**src/rtl/muldiv_sequencer.sv**
```systemverilog
// muldiv_sequencer: single shared multiply/divide engine with HI/LO results.
// Runs a 32-iteration shift-add multiply or restoring divide per request.
//
// Ports:
//   clock, reset         rising-edge clock, synchronous active-high reset
//   start, op, a, b      request (op 0 = mult, 1 = div), sampled only in IDLE
//   busy                 high while RUN, FIX or DONE
//   done                 one-cycle completion pulse
//   div_zero             high with done when the divide had b == 0
//   hi_out, lo_out       HI (product high / remainder), LO (product low / quotient)
//
// Build option: define MULDIV_SIGNED_EN for two's complement operands;
// otherwise operands are treated as unsigned. Latency is the same either way.

module muldiv_sequencer (
    input  logic        clock,
    input  logic        reset,
    input  logic        start,
    input  logic        op,
    input  logic [31:0] a,
    input  logic [31:0] b,
    output logic        busy,
    output logic        done,
    output logic        div_zero,
    output logic [31:0] hi_out,
    output logic [31:0] lo_out
);

    localparam logic [1:0] IDLE = 2'd0;
    localparam logic [1:0] RUN  = 2'd1;
    localparam logic [1:0] FIX  = 2'd2;
    localparam logic [1:0] DONE = 2'd3;

    logic [1:0]  state;
    logic [5:0]  iterCount;
    logic        isDiv;
    logic        divZeroHit;
    // multiplicand for multiply, divisor for divide
    logic [31:0] operand;
    // multiply: {partial product, remaining multiplier}
    // divide:   {remainder, quotient}
    logic [63:0] acc;
    logic [31:0] hiReg;
    logic [31:0] loReg;

    logic [31:0] magA;
    logic [31:0] magB;
    logic [32:0] addSum;
    logic [63:0] accShl;
    logic [32:0] trialRem;
    logic [32:0] trialDiff;
    logic [63:0] accNext;
    logic [63:0] prodFinal;
    logic [31:0] quoFinal;
    logic [31:0] remFinal;
    logic [31:0] hiStage;
    logic [31:0] loStage;

`ifdef MULDIV_SIGNED_EN
    logic signA;
    logic signB;
    logic negResult;

    // |-2^31| = 0x80000000 is still exact as an unsigned magnitude
    assign magA = a[31] ? (~a + 32'd1) : a;
    assign magB = b[31] ? (~b + 32'd1) : b;
`else
    assign magA = a;
    assign magB = b;
`endif

    // One iteration of either algorithm, selected by the latched op.
    always_comb begin
        addSum    = {1'b0, acc[63:32]}
                  + (acc[0] ? {1'b0, operand} : 33'd0);
        accShl    = {acc[62:0], 1'b0};
        // keep the bit shifted out of rem: the shifted rem can exceed 32 bits
        trialRem  = {acc[63], accShl[63:32]};
        trialDiff = trialRem - {1'b0, operand};
        if (isDiv) begin
            if (trialDiff[32]) begin
                accNext = accShl;
            end else begin
                accNext = {trialDiff[31:0], accShl[31:1], 1'b1};
            end
        end else begin
            accNext = {addSum, acc[31:1]};
        end
    end

    // Final HI/LO values, staged for the FIX -> DONE edge.
    always_comb begin
`ifdef MULDIV_SIGNED_EN
        negResult = signA ^ signB;
        prodFinal = negResult ? (~acc + 64'd1) : acc;
        quoFinal  = negResult ? (~acc[31:0] + 32'd1) : acc[31:0];
        remFinal  = signA ? (~acc[63:32] + 32'd1) : acc[63:32];
`else
        prodFinal = acc;
        quoFinal  = acc[31:0];
        remFinal  = acc[63:32];
`endif
        if (isDiv) begin
            hiStage = remFinal;
            loStage = quoFinal;
        end else begin
            hiStage = prodFinal[63:32];
            loStage = prodFinal[31:0];
        end
    end

    always_ff @(posedge clock) begin
        if (reset) begin
            state      <= IDLE;
            iterCount  <= 6'd0;
            isDiv      <= 1'b0;
            divZeroHit <= 1'b0;
            operand    <= 32'd0;
            acc        <= 64'd0;
            hiReg      <= 32'd0;
            loReg      <= 32'd0;
`ifdef MULDIV_SIGNED_EN
            signA      <= 1'b0;
            signB      <= 1'b0;
`endif
        end else begin
            unique case (state)
                IDLE: begin
                    if (start) begin
                        if (op && (b == 32'd0)) begin
                            // HI/LO are left untouched on this path
                            divZeroHit <= 1'b1;
                            state      <= DONE;
                        end else begin
                            isDiv      <= op;
                            divZeroHit <= 1'b0;
                            iterCount  <= 6'd0;
                            operand    <= op ? magB : magA;
                            acc        <= op ? {32'd0, magA}
                                             : {32'd0, magB};
`ifdef MULDIV_SIGNED_EN
                            signA      <= a[31];
                            signB      <= b[31];
`endif
                            state      <= RUN;
                        end
                    end
                end
                RUN: begin
                    acc       <= accNext;
                    iterCount <= iterCount + 6'd1;
                    if (iterCount == 6'd31) begin
                        state <= FIX;
                    end
                end
                FIX: begin
                    hiReg <= hiStage;
                    loReg <= loStage;
                    state <= DONE;
                end
                DONE: begin
                    divZeroHit <= 1'b0;
                    state      <= IDLE;
                end
                default: begin
                    state <= IDLE;
                end
            endcase
        end
    end

    assign busy     = (state != IDLE);
    assign done     = (state == DONE);
    assign div_zero = (state == DONE) && divZeroHit;
    assign hi_out   = hiReg;
    assign lo_out   = loReg;

endmodule
```
**config.mk**
```make
export PLATFORM = sky130hd
export DESIGN_NAME = muldiv_sequencer
export DESIGN_NICKNAME = d
export VERILOG_FILES = /design/src/rtl/muldiv_sequencer.sv
export SDC_FILE = /design/constraint.sdc
export NUM_CORES = 1
export LEC_CHECK = 0
export CAP_MARGIN = 30
export CORE_MARGIN = 8
export CORE_UTILIZATION = 40
export CTS_CLUSTER_SIZE = 10
export DETAILED_ROUTE_END_ITERATION = 10
export PLACE_DENSITY = 0.67
export SYNTH_ARGS = -nofsm -noshare
export SYNTH_HDL_FRONTEND = slang
export SYNTH_SLANG_ARGS = --single-unit
```
**constraint.sdc**
```tcl
create_clock -name clock -period 2.8 [get_ports clock]
set_input_delay 0.28 -clock clock [delete_from_list [all_inputs] [get_ports clock]]
set_output_delay 0.28 -clock clock [all_outputs]
set_load 0.1 [all_outputs]
```
-- Word-level counts from Yosys, hierarchy flattened
Cells that the tools add are included.
- add/subtract/negate cells: 3
- eq/ne operators: 7
- mux-type cells: 18
- bitwise gates (word level): 1
- reduce and logical (&&, ||, !) cells: 11
- operators by type and width (cell ; count):
    $mux 64 ; 4
    $pmux 64 s2 ; 1
    $mux 32 ; 3
    $add 32x32->33 ; 1
    $sub 33x32->33 ; 1
    $logic_not 32->1 ; 1
    $mux 6 ; 2
    $pmux 6 s2 ; 1
    $pmux 2 s4 ; 1
    $add 6x1->6 const B ; 1
    $eq 6x5->1 const B ; 1
    $mux 2 ; 3
    $ne 2x2->1 const B ; 3
    $reduce_and 3->1 ; 2
    $reduce_bool 2->1 ; 3
    $eq 2x2->1 const B ; 2
    $reduce_and 2->1 ; 2
    $eq 2x1->1 const B ; 1
    $logic_and 1x1->1 ; 2
    $logic_not 2->1 ; 1
    $mux 1 ; 2
    $pmux 1 s2 ; 1
    $not 1->1 ; 1
- register bits: 170
- bits of input ports: 68
- word-level logic and storage cells: 48

-- Logic depth before layout (Yosys ltp)
Gate-level depths: netlist of run 1.
- depth in word-level cells: 5
- depth in mapped cells: 13
- depth with buffers taken out: 13

-- Worst setup path after synthesis of run 1
No wires, ideal clock.
- path type: flip-flop to flip-flop
- from: reg acc[0]
- to: reg acc[63]
- setup time: 91 ps
- arrival time: 2972 ps
- slack: -262 ps
- cell stages (with the launch flop): 13
- clock period less this slack: 3062 ps
- path through: dfxtp_1 > and2_1 > ha_1 > inv_1 > fa_1 > nand2b_1 > a211oi_1 > o21ai_0 > a21oi_1 > o21ai_1 > o41a_1 > o311a_1 > a311oi_1
- word-level cells in the longest chain between the ends: 4
- ends and longest elaborated chain (what ; line ; text):
    start, declared ; 42 ; logic [63:0] acc;
    start signal, assigned ; 139 ; acc <= op ? {32'd0, magA}
    start signal, assigned ; 150 ; acc <= accNext;
    $mux 32 ; 75 ; + (acc[0] ? {1'b0, operand} : 33'd0);
    $add 32x32->33 ; 75 ;
    $mux 64 ; 80 ; if (isDiv) begin
    $pmux 64 s2 ; 127 ; unique case (state)
Every way passes these cells.
A chain may end at the register's enable or synchronous reset.

-- Final worst setup path of run 1
- from: reg acc[31]
- to: reg acc[52]
- word-level cells in the longest chain between the ends: 4
- ends and longest elaborated chain (what ; line ; text):
    $sub 33x32->33 ; 79 ; trialDiff = trialRem - {1'b0, operand};
    $mux 64 ; 81 ; if (trialDiff[32]) begin
    $mux 64 ; 80 ;
    $pmux 64 s2 ; 127 ;
Every way passes these cells.

==> metrics.md, run 1 <==
| Metric | Value |
|---|---|
| Clock-pin slew on the worst setup and hold paths | approximately 0.080 ns |
| Worst slew pin tran | between 1 and 1.5 ns |
| IO Pins | 135 |
| Multi-input gate area | 8140 um2 |
| Dominant synthesized flop cell | dfxtp_1 |
| Critical Path, Cell by Cell | inv_2 > ha_4 > fa_2 > nand2b_4 > a211oi_4 > o221ai_4 > a2111o_1 > a31oi_4 > buf_6 > xor2_1 > mux2_4 > a221o_1 |
| Slowest CP cell | a2111o_1 |
| CP Max Fanout | 3 |
| CTS tree | done |
| Gr usage total | 0.224 |
| Buffer depth of the longest clock path | 2 |
| Overflow after GRT | 0 |
| Fin. Hold Viols | 0 |
| Peak Freq | around 0.33 GHz |
| Antenna Nets Post-Route | 0 |
| Die ar. | between 30,000 and 40,000 um2 |
| YS warnings | 0 |
| Root Buffer Master | clkbuf_16 |
| Post-route DRC violation count | 0 |
| Synth Area in XOR/XNOR | 0.0394 |
| Synth Area in Compound Gates | 0.240 |
| WL/cell | ~19 um |
| Number of synthesized flops with an enable pin | 0 |
| Sink Count | between 150 and 200 |
| Chip width | 186 um |
| Setup-failing EPs final | 30 |
| Failing checks | setup timing |
| Setup Crit Path Kind | flip-flop to flip-flop |
| Post-Syn Area | 11,600 um2 |
| Fin Hold WS | roughly 0.28 ns |
| Main combinational cell family by area after synthesis | compound AO/OA/AOI/OAI gates |
| Syn nets | 1,555 |
| Slew Limit Fails | 0 |
| CP required | ~3.1 ns |
| # nets final | between 1,500 and 2,000 |
| Synth Instances | 1,416 |
| Slew margin rel. | 0.253 |
| Die Span Y | roughly 190 um |
| Reg area | 3420 um2 |
| Setup crit end kind | flip-flop |
| Starting Density | 0.404 |
| Total wire length | 39,700 um |
| Status | finished with violations |
| Global-route wire length before repair | ~62,000 um |
| Antenna cells | 0 |
| Core footprint | 28,600 um2 |
| Buffers added on ports | about 130 |
| Multiplexer share of the synthesized area | 0.132 |
| Initial DRT Pass Iterations | 5 |
| Post-synth top area cell | dfxtp_1 |
| Vias post-DR | approximately 12,000 |
| RePlAce Congestion | a little over 0.9 |
| Slowest Stage Delay on Critical Path | around 0.43 ns |
| Synth cell types | 77 |
| Row Count | 62 |
| Worst Skew | around 0.014 ns |
| Antenna violations before repair | 0 |
| CP Data Arrival Time | around 3.3 ns |
| Layout cells sized above 1 | 0.279 |
| DP HPWL | about 30,000 um |
| HP Class | input port to flip-flop |
| Worst-Skew Late Latency | 0.44 ns |
| Fillers | 2,554 |
| Mapped Avg Cell Area | just over 8 um2 |
| Inserted Clock Buffers | 17 |
| Min Tclk post-route | roughly 3.0 ns |
| Via density per instance | between 5 and 6 |
| Peak supply drop | 0.485 mV |
| Leakage | a little under 7 nW |
| CTS Hold Bufs | 0 |
| Synth Area in Simple Gates | 0.163 |
| Setup ws final | -0.196 ns |
| R2R cell count | 12 |
| H-tree depth | 4 |
| Critical Path Start Type | flip-flop |
| Total power | approximately 11 mW |
| Synth top area share | 0.294 |
| Largest net degree at the start of global routing | approximately 110 |
| Max_cap viols | 0 |
| P&R area growth vs syn | 40.8% |
| Fin crit share | 1.07 |
| Seq/Total Area, Yosys | 0.294 |
| Ranking of synthesized cells by area | dfxtp_1, mux2i_1, ha_1, a211oi_1, nor2_1 |
| Hold Path Depth | 2 |
| Pwr per Cell Area | 665 nW/um2 |
| Adder-Cell Fraction of Synth Area | 0.0781 |
| Unrepaired setup endpoints after global routing | yes |
| Asr flop ratio synth | 0 |
| Vias in the first global route | roughly 12,000 |
| Register bit total from synthesis | between 150 and 200 |
| DR iter-0 viols | roughly 860 |
-- final timing paths --
kind / endpoint / from / slack, ns
worst max-delay path: acc[52] / acc[31] / -0.20
worst min-delay path: hi_out[26] / reset / 0.28
worst max register to register: acc[52] / acc[31] / -0.20
worst min register to register: iterCount[5] / iterCount[5] / 0.49
-- sequential cells by signal (all words and copies together), names as in the netlist --
register    flops
iterCount       6
acc            64
isDiv           1
operand        32
divZeroHit      1
lo_out         32
hi_out         32
state           2
-- synth_stat cells (all sizes together) (3+ instances only) --
master	count
nor4	8
o21ai	65
nand3	22
nand3b	3
nand2b	6
a22o	3
o21bai	10
a21oi	122
nand4	18
a221oi	5
o211ai	6
and2	35
nand2	61
dfxtp	170
buf	27
nor2	175
o21a	9
a22oi	13
o221ai	7
nor2b	37
a211oi	104
o31a	3
or3	7
ha	69
o31ai	4
inv	62
xnor2	32
nor3	21
clkbuf	69
xor2	20
mux2i	150
a32oi	4
a31oi	9
a21o	23
-- report_power, final --
group          total (mW)  switching, mW  leakage (nW)  internal [mW]
clock network        2.42           1.22         0.285           1.20
registers            3.11          0.350          1.39           2.76
logic                5.29           3.07          5.06           2.22
total                10.8           4.64          6.74           6.18
-- stage by stage --
| stage | setup WS (ns) | area [um2] | util | std cells | TNS, ns |
|---|---|---|---|---|---|
| finish | -0.196 | 16300 | 0.569 | 2143 | -3.14 |
| global route | -0.303 | 16300 | 0.569 | 2143 | -6.01 |
| CTS | -0.233 | 15900 | 0.554 | 2133 | -2.48 |
| detailed placement | -0.470 | 14800 | 0.517 | 2081 | -11.26 |
| global placement | -0.351 | 14800 | 0.517 | 2080 | -9.74 |
| floorplan | -0.0871 | 11600 | - | 1416 | -0.220 |
-- layout by cell type, fill, tap and decap left out, drive strengths merged, types with 7 or more instances in the layout --
cell           count
buf              343
nor2             175
dfxtp            170
mux2i            150
a21oi            122
a211oi           104
inv               70
ha                69
clkdlybuf4s50     65
o21ai             65
nand2             61
nor2b             37
and2              35
xnor2             32
a21o              23
nand3             22
nor3              21
xor2              20
nand4             18
clkbuf            17
a22oi             13
o21bai            10
o21a               9
a31oi              9
nor4               8
or3                7
o221ai             7
-- kinds of logic after synthesis --
kind of cell	Yosys count
compound gates	414
flops	170
mux	152
buf+inv	158
simple gates	399
fa+ha+maj	71
xor+xnor	52
-- final cells by class --
type                            count  area share
Clock inverter                     14     0.00937
Clock buffer                       17      0.0261
Inverter                           62      0.0143
Timing Repair Buffer              408       0.211
Multi-Input combinational cell   1088       0.500
Tap cell                          384      0.0295
Sequential cell                   170       0.210
-- critical path: cells and delay by family, from the launching register on --
family                     cells  cell delay (ns)
and+or+nand+nor                1             0.16
xor gates and xnor gates       1             0.06
adders and majority gates      2             0.52
AOI/OAI and AO/OA              5             1.37
buffers and inverters          2             0.19
DFF                            1             0.34
muxes                          1             0.27
-- layer usage --
layer,track usage,vias up,wire (um)
li1,-,5798,-
met1,0.295,5595,18100
met2,0.359,361,18100
met3,0.0525,71,2540
met4,0.0667,0,954
met5,0,-,0
-- what timing repair did --
action | in CTS | in global routing
buffers inserted | 19 | 12
pin swaps | 27 | 47
cloned | 2 | 0
gates resized for setup | 79 | 83
setup endpoints to repair | 33 | 33
Note: power is estimated with default switching activity, not from simulation.
==> run 2: changes to the inputs <==
--- a/config.mk
+++ b/config.mk
@@ -11,6 +11,7 @@
 export CTS_CLUSTER_SIZE = 10
 export DETAILED_ROUTE_END_ITERATION = 10
 export PLACE_DENSITY = 0.67
+export SKIP_CTS_REPAIR_TIMING = 1
 export SYNTH_ARGS = -nofsm -noshare
 export SYNTH_HDL_FRONTEND = slang
 export SYNTH_SLANG_ARGS = --single-unit
==> metrics.md, run 2 (synthesis gave the netlist of run 1 again) <==
| Metric | Value |
|---|---|
| Overflow after GRT | 0 (unchanged) |
| Peak supply drop | 0.485 mV (about the same) |
| Vias post-DR | 11,800 (-0.31%) |
| Chip width | 186 um (unchanged) |
| Sequential group share of total power | 0.289 (about the same) |
| Clock-pin slew on the worst setup and hold paths | 0.08 ns (about the same) |
| Die Span Y | 186 um (unchanged) |
| Psw | 4.62 mW (-0.45%) |
| Starting Density | 0.404 (unchanged) |
| HP Class | input port to flip-flop |
| R2R cell count | 12 (unchanged) |
| Largest net degree at the start of global routing | 114 (unchanged) |
| Slew Limit Fails | 0 (unchanged) |
| Root Buffer Master | clkbuf_16 |
| Pint | 6.15 mW (-0.55%) |
| CP Buf/Inv Count | 1 (-1) |
| Clock power share | 0.225 (+0.002) |
| Peak Freq | 0.319 GHz (-4.5%) |
| DP HPWL | 29,200 um (unchanged) |
| Leakage | 6.70 nW (-0.58%) |
| Crit. Startpoint | operand[0] |
| RR Endpoint | acc[62] |
| IO Pins | 135 (unchanged) |
| Antenna violations before repair | 0 (unchanged) |
| Max reg flops | 64 (unchanged) |
| Slowest CP cell | a2111o_1 |
| Most frequent cells in the layout | buf_4, nor2_1, dfxtp_1 |
| Total wire length | 39,400 um (-0.77%) |
| CP top delay family | compound AO/OA/AOI/OAI gates |
| Most flops, register | acc |
| Worst Skew | 0.0135 ns (-0.000141 ns) |
| Critical Path Start Type | flip-flop |
| Setup-failing EPs final | 33 (+10%) |
| Layout cells sized above 1 | 0.267 (-0.0122) |
| Unrepaired setup endpoints after global routing | yes |
| Critical Path, Cell by Cell | buf_12 > ha_4 > fa_2 > nand2b_4 > a211oi_4 > o221ai_4 > a2111o_1 > a31oi_4 > a21oi_2 > o311a_1 > mux2i_1 > a211oi_1 |
| Max_cap viols | 0 (unchanged) |
| Failing checks | setup timing |
| Antenna Nets Post-Route | 0 (unchanged) |
| Fin crit share | 1.12 (+0.0509) |
| Setup Crit Path Kind | flip-flop to flip-flop |
| Status | finished with violations |
| Die ar. | 34,600 um2 (unchanged) |
| Reg2reg start | operand[0] |
| Via density per instance | 5.52 (about the same) |
| Slowest Stage Delay on Critical Path | 0.43 ns (about the same) |
| Sw Ratio | 0.429 (about the same) |
| Inserted Clock Buffers | 17 (unchanged) |
| P&R area growth vs syn | 39.6% |
| Fin area | 16,200 um2 (-0.82%) |
| DR iter-0 viols | 780 (-9.5%) |
| Initial DRT Pass Iterations | 7 (+2) |
| R2r setup slk | -0.34 ns (-0.14 ns) |
| Setup crit end kind | flip-flop |
| Total power | 10.8 mW (-0.50%) |
| Commonest non-fill, non-tap cell in the layout | buf_4 |
| CP required | 3.16 ns (+0.03 ns) |
| Critical Path Stages | 12 (unchanged) |
| Non-Filler Instances | 2,137 (-0.28%) |
| Slew margin rel. | 0.263 (+0.0109) |
| Buffers added on ports | 134 (unchanged) |
| Pwr per Cell Area | 667 nW/um2 (+0.32%) |
| # nets final | 1,880 (-0.32%) |
| CP Max Fanout | 4 (+1) |
| Finished Core Util | 0.564 (-0.00468) |
| Worst slew pin tran | 1.10 ns (-0.0162 ns) |
| Sink Count | 170 (unchanged) |
| Vias in the first global route | 11,400 (-1.6%) |
| RePlAce Congestion | 0.923 (unchanged) |
| Post-route DRC violation count | 0 (unchanged) |
| Gr usage total | 0.219 (-0.00498) |
| Inst Count DP | 2,081 (unchanged) |
| WL/cell | 18.5 um (-0.49%) |
| Setup crit end | acc[62] |
| Global-route wire length before repair | 60,600 um (-2.0%) |
| Comb power frac | 0.487 (-0.002) |
| CTS tree | done |
| Setup TNS | -6.45 ns (-3.31 ns) |
| Min Tclk post-route | 3.14 ns (+0.143 ns) |
| DP Area | 14,800 um2 (unchanged) |
| Setup ws final | -0.339 ns (-0.143 ns) |
| CP Data Arrival Time | 3.50 ns (+0.17 ns) |
| Fin. Hold Viols | 0 (unchanged) |
| Antenna cells | 0 (unchanged) |
| Row Count | 62 (unchanged) |
| Worst-Skew Late Latency | 0.44 ns (about the same) |
| Core footprint | 28,600 um2 (unchanged) |
| Buffer depth of the longest clock path | 2 (unchanged) |
| H-tree depth | 4 (unchanged) |
## run 2: cell types whose count changed in the layout (fill, tap and decap cells not counted), moves of 4 or more
cell | previous run | this run
and2_1 | 29 | 35
and2_4 | 6 | 0
buf_6 | 17 | 13
o21ai_0 | 31 | 36
o21ai_1 | 27 | 21
## run 2: worst min-delay path by stage
stage / startpoint / endpoint / slack (ns) / cells past startpoint
after floorplan: divZeroHit / divZeroHit / 0.45 / 2
after global placement: iterCount[1] / iterCount[1] / 0.46 / 2
after detailed placement: divZeroHit / divZeroHit / 0.48 / 2
after CTS: reset / hi_out[30] / 0.27 / 2
after global routing: reset / hi_out[25] / 0.28 / 2
final: reset / hi_out[25] / 0.29 / 2
## run 2: power groups by stage
stage                     logic, mW  registers, mW  clock network (mW)
final                          5.24           3.11                2.42
after global routing           5.66           3.15                2.55
after CTS                      4.92           3.10                2.45
after detailed placement       4.89           3.16                   0
after global placement         4.81           3.15                   0
after floorplan                2.95           3.33                   0
## run 2: metrics by stage
step,hold slack [ns],setup slack (ns)
finish,0.285,-0.339
global route,0.282,-0.415
CTS,0.270,-0.478
global placement,0.463,-0.351
detailed placement,0.477,-0.470
floorplan,0.448,-0.0871
## run 2: final cells by class
type	count	area, um2
clock buffer	17	425
clock inverter	14	153
fill	2598	12500
inverter	62	233
multi-input combinational	1088	8060
sequential	170	3410
tap	384	480
timing repair buffer	402	3380
## run 2: worst register-to-register path, stage by stage (launching register included)
cell and delay, ns:
dfxtp_2 0.34, buf_12 0.12, ha_4 0.16, fa_2 0.36
nand2b_4 0.16, a211oi_4 0.28, o221ai_4 0.17, a2111o_1 0.43
a31oi_4 0.29, a21oi_2 0.12, o311a_1 0.32, mux2i_1 0.14
a211oi_1 0.19
## run 2: per-layer routing
metal,track usage,vias to the layer above,share of wire
li1,-,5794,-
met2,0.348,384,0.45
met1,0.293,5543,0.46
met5,0,-,0
met3,0.0515,67,0.067
met4,0.0603,0,0.022
==> variant, RTL diff (flow settings as in run 1) <==
Add a define of `MULDIV_SIGNED_EN`.
--- a/src/rtl/muldiv_sequencer.sv
+++ b/src/rtl/muldiv_sequencer.sv
@@ -11,6 +11,8 @@
 //
 // Build option: define MULDIV_SIGNED_EN for two's complement operands;
 // otherwise operands are treated as unsigned. Latency is the same either way.
+
+`define MULDIV_SIGNED_EN
 
 module muldiv_sequencer (
     input  logic        clock,
Check against the original RTL: same outputs for any inputs over 10 cycles, from zero or initial values and one cycle with reset high; that may be too few to reach the edited logic, so the function may still have changed.
==> variant against run 1 <==
The flow still finishes with violations (setup timing). Design area increased by 26%. Sequential share of layout area decreased by 4.1 points. Non-clock buffer count increased by 135. Sequential cell count increased by 2. Cell count increased by 33%. Area after synthesis increased by 24%. Global-route usage increased by 3.2 points. Wire length increased by 41%. Setup slack got worse by 0.092 ns. Worst hold slack got worse by 0.25 ns. Critical path type unchanged. Largest cell class unchanged.
Power is not compared: it rests on default switching activity, and its combinational part moved more than twofold at a synthesized area within 25%.
==> variant: results (changes against run 1) <==
cts:
  cts_made_buffers: 17  # unchanged
  htreeDepth: 4  # unchanged
  clk_latency_ns: 0.46  # was 0.44 ns
  clock_path_buffers: 2  # unchanged
  clk_pin_slew_ns: 0.09
  root_buffer: "clkbuf_16"  # unchanged
setup_path:
  critical_path_arrival_ns: 3.40  # was 3.33 ns
  cp_max_fo: 4  # was 3
routing:
  num_vias: 16477  # was 11825
  drtIter0Drc: 1488  # was 862
  wl_per_cell_um: 19.71  # was 18.55 um
  drt_pre_antenna_iters: 5  # unchanged
  wl_mm: 56.12  # was 39.74 mm
grt:
  antenna_found_initial: 0  # unchanged
  grt_pass1_wl_mm: 86.52  # was 61.87 mm
  grt_usage_pct: 25.58  # was 22.42%
  grt_max_degree: 107  # was 114
  first_global_vias: 15640  # was 11616
timing:
  tightestPinTransition_ns: 1.073  # was 1.113 ns
  fin_worst_skew_ns: 0.02100  # was 0.01361 ns
  post-route-worst-setup-slack_ns: -0.2878  # was -0.1961 ns
  setup_viol: 35  # was 30
  fin_tns_setup_ns: -4.427  # was -3.142 ns
power:
  peakVddDrop_v: 0.001385
  cellLeakagePower_nw: 8.570
hold_path:
  min_path_type: "primary input to flip-flop"  # unchanged
logic_synthesis:
  netlist_top_cells_count: "nor2_1, nand2_1, dfxtp_1"  # was nor2_1, dfxtp_1, mux2i_1
  seq_area_frac_synth_pct: 23.96  # was 29.42%
  async_reset_ff_share_pct: 0  # unchanged
  synth.area.top_cells: "dfxtp_1, nor2_1, ha_1"  # was dfxtp_1, mux2i_1, ha_1
  yosys_warnings: 0  # unchanged
  synthCells: 1937  # was 1416
  synth_fp_nets: 2080  # was 1555
  synth_cell_types: 80  # was 77
outcome:
  status: "finished, violations left"  # unchanged
  violations: "setup timing"  # unchanged
layout:
  nNetsFinal: 2517  # was 1886
  drive_gt1_share_pct: 29.66  # was 27.91%
  fill_cells: 3212  # was 2554
  diodes: 0  # unchanged
  regMostFlops: "acc"  # unchanged
  largest_reg_flops: 64  # unchanged
placement:
  dpl.hpwl_mm: 43.44  # was 29.21 mm
  place_area_sq_um: 18700  # was 14810 sq um
  place_inst: 2791  # was 2081
  portBuffers: 134  # unchanged
  gp_congestion: 0.9848  # was 0.9233
[variant: changes by cell type after synthesis, moves of 34 or more]
cell / run 1 / this run
mux2i_1: 150 / 49
nor3_1: 20 / 54
xnor2_1: 32 / 95
o21ai_0: 61 / 113
nor2_1: 173 / 245
clkbuf_1: 68 / 108
xor2_1: 20 / 65
nand2_1: 61 / 173
[variant: where the power goes]
part | leakage [nW] | internal [W] | switching (W)
clock | 0.293 | 0.00122 | 0.00129
combinational | 6.87 | 0.00529 | 0.00818
sequential | 1.41 | 0.00312 | 0.000558
[variant: path summary, 6_finish.rpt]
check	startpoint	endpoint	slack, ns	depth (start not counted)
max reg2reg	acc[32]	acc[63]	-0.29	15
max	acc[32]	acc[63]	-0.29	15
min	reset	operand[8]	0.03	2
min reg2reg	operand[9]	operand[9]	0.46	2
[variant: area by class of cell]
cell class | instances | share of cell area [%]
multi-input combinational | 1568 | 53.95
timing repair buffer | 543 | 22.01
sequential | 172 | 16.87
tap | 461 | 2.821
clock buffer | 17 | 2.080
inverter | 72 | 1.322
clock inverter | 15 | 0.9484
[variant: worst max-delay path, cell delays in order, from the launching register on]
cell and delay (ns):
dfxtp_1 0.35, buf_4 0.16, buf_4 0.15, ha_1 0.27
nor2b_1 0.14, o211ai_1 0.22, a21oi_1 0.10, buf_4 0.16
o21ai_1 0.14, buf_4 0.15, a21oi_1 0.06, o21ai_0 0.19
buf_4 0.16, o211ai_1 0.10, a311oi_1 0.47, o21ai_0 0.13
[variant: timing repair]
item	in CTS	in global routing
setup buffers	13	8
pin swaps	42	43
gates cloned	4	0
hold buffers	0	0
gates resized for setup	134	85
setup endpoints to repair	54	75
[variant: logic make-up after synthesis]
family          after synthesis  share of synthesized area, %
compound gates              604                         27.71
xor+xnor                    160                         9.749
fa+ha+maj                    75                         6.633
buf+inv                     197                         5.258
flops                       172                         23.96
mux                          73                         5.292
simple gates                656                         21.41
[variant: per-layer routing]
metal | GRT usage, % | wire length (um)
met4 | 9.038 | 1723
met5 | 0 | 0
met1 | 35.21 | 25210
met2 | 39.78 | 24790
met3 | 4.219 | 4407
[variant: metrics by stage]
stage,utilization (%),setup WS (ns)
floorplan,-,-0.3516
global placement,52.70,-0.4482
detailed placement,52.70,-0.4763
CTS,56.35,-0.2407
global route,57.63,-0.3588
finish,57.63,-0.2878
